### src/rtl/system_widths_pkg.sv
// System-wide bus widths shared by the MIU, its arbiter and the requesters.
package system_widths_pkg;
  localparam int ADDR_W = 16;
  localparam int DATA_W = 8;
endpackage

### src/rtl/rr_arbiter.sv
// Combinational round-robin pick: first requester at or after ptr_i, wrapping modulo N.
module rr_arbiter #(
  parameter int N = 3
) (
  input  logic [N-1:0]         req_i,
  input  logic [$clog2(N)-1:0] ptr_i,
  output logic [$clog2(N)-1:0] gnt_idx_o,
  output logic                 any_req_o
);
  localparam int IW = $clog2(N);

  logic [IW:0] cand;

  assign any_req_o = |req_i;

  // Walk the search order backwards so the requester closest to ptr_i is written last and wins.
  always_comb begin
    gnt_idx_o = '0;
    cand      = '0;
    for (int k = N - 1; k >= 0; k--) begin
      cand = {1'b0, ptr_i} + (IW + 1)'(k);
      if (cand >= (IW + 1)'(N)) cand = cand - (IW + 1)'(N);
      if (req_i[cand[IW-1:0]]) gnt_idx_o = cand[IW-1:0];
    end
  end
endmodule

### src/rtl/miu_arbiter.sv
// Shares the single MIU request port between NUM_REQ requesters, round-robin,
// one transaction in flight; responses are routed back to the winner only.
module miu_arbiter
  import system_widths_pkg::*;
#(
  parameter int NUM_REQ = 3
) (
  input  logic                           clk,
  input  logic                           resetN,
  input  logic [NUM_REQ-1:0]             rq_req,
  input  logic [NUM_REQ-1:0]             rq_we,
  input  logic [NUM_REQ-1:0][ADDR_W-1:0] rq_addr,
  input  logic [NUM_REQ-1:0][DATA_W-1:0] rq_write,
  output logic [NUM_REQ-1:0]             rq_done,
  output logic [DATA_W-1:0]              rq_read,
  output logic                           m_req,
  output logic                           m_we,
  output logic [ADDR_W-1:0]              m_addr,
  output logic [DATA_W-1:0]              m_write,
  input  logic                           m_done,
  input  logic [DATA_W-1:0]              m_read,
  output logic                           busy,
  output logic [$clog2(NUM_REQ)-1:0]     grant_id
);
  localparam int IW = $clog2(NUM_REQ);

  // Handshake: rq_req is a level held until the requester's 1-cycle rq_done; m_req and m_done
  // are 1-cycle pulses with exactly one MIU transaction outstanding between them.
  typedef enum logic [1:0] {IDLE, ISSUE, WAIT, DONE} arb_state_t;

  arb_state_t          state_q, state_d;
  logic [IW-1:0]       rr_ptr_q, rr_ptr_d;
  logic [IW-1:0]       grant_q, grant_d;
  logic                m_req_q, m_req_d;
  logic                m_we_q, m_we_d;
  logic [ADDR_W-1:0]   m_addr_q, m_addr_d;
  logic [DATA_W-1:0]   m_write_q, m_write_d;
  logic [NUM_REQ-1:0]  rq_done_q, rq_done_d;
  logic [DATA_W-1:0]   rq_read_q, rq_read_d;
  logic [IW-1:0]       win_idx;
  logic                any_req;

  rr_arbiter #(.N(NUM_REQ)) u_rr (
    .req_i    (rq_req),
    .ptr_i    (rr_ptr_q),
    .gnt_idx_o(win_idx),
    .any_req_o(any_req)
  );

  always_comb begin
    state_d   = state_q;
    rr_ptr_d  = rr_ptr_q;
    grant_d   = grant_q;
    m_req_d   = 1'b0;
    m_we_d    = m_we_q;
    m_addr_d  = m_addr_q;
    m_write_d = m_write_q;
    rq_done_d = '0;
    rq_read_d = rq_read_q;
    case (state_q)
      IDLE: begin
        // Capture the winner's request so later changes on its rq_* lines cannot leak through.
        if (any_req) begin
          grant_d   = win_idx;
          m_we_d    = rq_we[win_idx];
          m_addr_d  = rq_addr[win_idx];
          m_write_d = rq_write[win_idx];
          m_req_d   = 1'b1;
          state_d   = ISSUE;
        end
      end
      ISSUE: state_d = WAIT;
      WAIT: begin
        if (m_done) begin
          rq_done_d[grant_q] = 1'b1;
          if (!m_we_q) rq_read_d = m_read;
          rr_ptr_d = (grant_q == IW'(NUM_REQ - 1)) ? '0 : grant_q + 1'b1;
          state_d  = DONE;
        end
      end
      DONE: state_d = IDLE;
      default: state_d = IDLE;
    endcase
  end

  always_ff @(posedge clk) begin
    if (!resetN) begin
      state_q   <= IDLE;
      rr_ptr_q  <= '0;
      grant_q   <= '0;
      m_req_q   <= 1'b0;
      m_we_q    <= 1'b0;
      m_addr_q  <= '0;
      m_write_q <= '0;
      rq_done_q <= '0;
      rq_read_q <= '0;
    end else begin
      state_q   <= state_d;
      rr_ptr_q  <= rr_ptr_d;
      grant_q   <= grant_d;
      m_req_q   <= m_req_d;
      m_we_q    <= m_we_d;
      m_addr_q  <= m_addr_d;
      m_write_q <= m_write_d;
      rq_done_q <= rq_done_d;
      rq_read_q <= rq_read_d;
    end
  end

  assign rq_done  = rq_done_q;
  assign rq_read  = rq_read_q;
  assign m_req    = m_req_q;
  assign m_we     = m_we_q;
  assign m_addr   = m_addr_q;
  assign m_write  = m_write_q;
  assign busy     = (state_q != IDLE);
  assign grant_id = grant_q;
endmodule

### config.mk
export PLATFORM = sky130hd
export DESIGN_NAME = miu_arbiter
export DESIGN_NICKNAME = d
export VERILOG_FILES = /design/src/rtl/system_widths_pkg.sv /design/src/rtl/rr_arbiter.sv /design/src/rtl/miu_arbiter.sv
export SDC_FILE = /design/constraint.sdc
export NUM_CORES = 1
export LEC_CHECK = 0
export ABC_CLOCK_PERIOD_IN_PS = 4500
export BUFFER_PORTS_ARGS = -buffer_cell sky130_fd_sc_hd__buf_2
export CORE_MARGIN = 2
export CORE_UTILIZATION = 48
export CTS_CLUSTER_SIZE = 16
export DETAILED_ROUTE_END_ITERATION = 8
export GPL_TIMING_DRIVEN = 0
export PLACE_DENSITY = 0.95
export SLEW_MARGIN = 15
export SYNTH_ARGS = -nofsm -noshare
export SYNTH_HDL_FRONTEND = slang
export SYNTH_SLANG_ARGS = --single-unit
### constraint.sdc
create_clock -name clk -period 4.5 [get_ports clk]
set_clock_uncertainty 0.15 [all_clocks]
set_input_delay 0.9 -clock clk [delete_from_list [all_inputs] [get_ports clk]]
set_output_delay 0.9 -clock clk [all_outputs]
set_load 0.1 [all_outputs]
==> flow_summary.json <==
{
  "status": "finished clean",
  "die_w_microns": 74.3,
  "syn-num-nets": 399,
  "path_cells": "inv_1 > ha_1 > a22oi_1 > o22ai_1 > o31ai_4 > buf_6 > mux2i_1 > o21ai_1",
  "start_util_pct": 49.9,
  "clk_pin_slew_worst_paths_ns": 0.08,
  "netlist_instances": 304,
  "layout.nets": 531,
  "grt_usage_pct": 24.6,
  "ios": 129,
  "finalWeightedCongestion": 0.837,
  "yosys_warnings": 0,
  "p_int_mw": 0.935,
  "cts.htree.levels": 2,
  "worstMarginPinSlew_ns": 0.774,
  "ir_worst_vdd_mv": 0.362,
  "hp-class": "register to register",
  "critical_path_class": "register to register",
  "hold_buffers": 0,
  "setup_ws_ns": 1.88,
  "cts.sinks": 43,
  "worst_ep_arrival_time_ns": 2.65,
  "clockBufferDepth": 2,
  "seq_area_sq_um": 861,
  "core_area_sq_um": 4750,
  "power_density_nw_per_um2": 682,
  "grt_overflow_total": 0,
  "synthTopCellsByCount": "nand2_1 (99), dfxtp_1 (43), o31ai_1 (30)",
  "viasPerCell": 5.24,
  "setup_violations": 0,
  "hold_viol_final": 0,
  "synth.area.top_cells": "dfxtp_1 (36%), nand2_1 (16%), mux2i_1 (11%)",
  "die_y_microns": 74.3,
  "routedWlPerCell_microns": 13.4,
  "layout-drive-gt1-share_pct": 33.0,
  "finalCritPeriodShare_pct": 58.3,
  "cts_tree": "built",
  "cts_root_buf": "clkbuf_8",
  "numCtsBuffers": 5,
  "rows": 25,
  "max_freq_ghz": 0.381,
  "layout_min_cycle_time_ns": 2.62,
  "relSlewSlack_pct": 48.1,
  "start_kind": "register",
  "die_area_sq_um": 5530,
  "rsz0062_at_grt": "no",
  "multi_input_area_sq_um": 1390,
  "timing.setup.tns_ns": 0,
  "ys_types": 34,
  "cp-end-kind": "register",
  "cts_resized": 0,
  "routed-via-count": 2639,
  "yosysTopAreaCell": "dfxtp_1",
  "cts_setup_buffers": 0,
  "synth_area_sq_um": 2370,
  "clock_latency_ns": 0.29,
  "synth.most_common_cell": "nand2_1",
  "synth_edf_count": 0,
  "pwr-share-clk_pct": 14.3,
  "ys_seq_elements": 43,
  "yosysSeqAreaShare_pct": 36.2,
  "seq_power_share_pct": 24.6,
  "cp_slowest_stage_delay_ns": 0.59,
  "finalMaxSlewViolations": 0,
  "drc": 0,
  "io_buffer_count": 125,
  "diodes": 0,
  "drtIter0Drc": 104,
  "dr.pass1.iters": 4,
  "p_leak_nw": 1.56,
  "ys.flop_type": "dfxtp_1",
  "grt_max_degree": 14,
  "slowest_stage": "o31ai_4",
  "async_flop_share_pct": 0,
  "cp_max_fo": 10,
  "area_growth_pct": 34.8,
  "ant_nets": 0,
  "p_switching_mw": 1.25,
  "grt_pass1_wl_microns": 10600,
  "dpl.hpwl_microns": 5340,
  "comb_power_share_pct": 61.0,
  "worstPathRequired_ns": 4.52,
  "avgSynthCellArea_sq_um": 7.81,
  "post-place-ws_ns": 1.61,
  "routed_wl_microns": 6740,
  "antenna_found_initial": 0,
  "fillers": 417,
  "max_cap_viol_count": 0,
  "synth_top_area_share_pct": 36.2,
  "grt_pass1_vias": 2453,
  "switching_share_pct": 57.1
}
metrics by stage:
stage               power, mW  utilization (%)  hold WS (ns)  cells  instance area [sq um]
CTS                      2.19             67.3         0.324    504                   3200
detailed placement       1.88             64.9         0.313    496                   3080
global route             2.29             67.3         0.349    504                   3200
global placement         1.85             64.9         0.297    496                   3080
finish                   2.18             67.3         0.318    504                   3200
floorplan                1.63                -         0.305    304                   2370
power by group through the flow:
stage | logic, mW | clock network, mW | registers, mW
floorplan | 0.453 | 0 | 1.18
global placement | 1.31 | 0 | 0.540
detailed placement | 1.33 | 0 | 0.545
CTS | 1.33 | 0.317 | 0.537
global route | 1.41 | 0.330 | 0.549
finish | 1.33 | 0.312 | 0.538
worst paths after layout:
path | from | to | slack (ns) | cells after the start
max | rr_ptr_q[0] | m_we | 1.88 | 8
min | rq_read[2] | rq_read[2] | 0.32 | 2
max reg2reg | rr_ptr_q[0] | m_we | 1.88 | 8
min reg2reg | rq_read[2] | rq_read[2] | 0.32 | 2
state kept, by name, summed over array words and instances, names as in the netlist:
name      cells
state_q       2
rr_ptr_q      2
m_req         1
rq_read       8
grant_id      2
m_write       8
m_addr       16
m_we          1
rq_done       3
metal layers:
metal,part of all wire (%),wire length [microns],track usage [%]
met1,41,2750,28.0
met2,50,3340,44.7
met3,7.6,510,5.15
met4,2.1,141,9.92
met5,0,0,0
cells by family after synthesis:
| kind of cell | after synthesis | synth area share, % |
|---|---|---|
| mux | 27 | 11.4 |
| buf+inv | 29 | 5.37 |
| flops | 43 | 36.2 |
| fa+ha+maj | 6 | 3.16 |
| compound gates | 74 | 21.8 |
| simple gates | 125 | 22.0 |
layout by cell type (no fill, tap or decap), types with 2 or more instances in the layout:
master    instances
nand2_1          99
nor3_1            2
buf_6             2
nor2b_1           5
o21ai_1          22
a21boi_0          9
dfxtp_1          43
clkbuf_8          6
and2_1            2
a31o_2            2
clkbuf_1         17
a21o_1            2
nor2_1            7
o31ai_1          30
inv_1             7
mux2i_1          27
ha_1              6
buf_2           128
nor3b_1           3
final cells by class:
cell class | count | share of cell area [%]
multi-input cells | 232 | 43.3
flip-flops and latches | 43 | 26.9
repair buffers | 125 | 19.5
plain buffers | 22 | 3.17
well taps | 67 | 2.62
clock buffers | 6 | 2.58
clock inverters | 2 | 1.09
inverters | 7 | 0.821
critical path, delay by kind of cell (launching register included):
kind	cells	cell delay, ns
fa+ha+maj	1	0.36
mux	1	0.27
buf+inv	2	0.33
flops	1	0.38
compound gates	4	1.02
(Power assumes the default switching activity.)
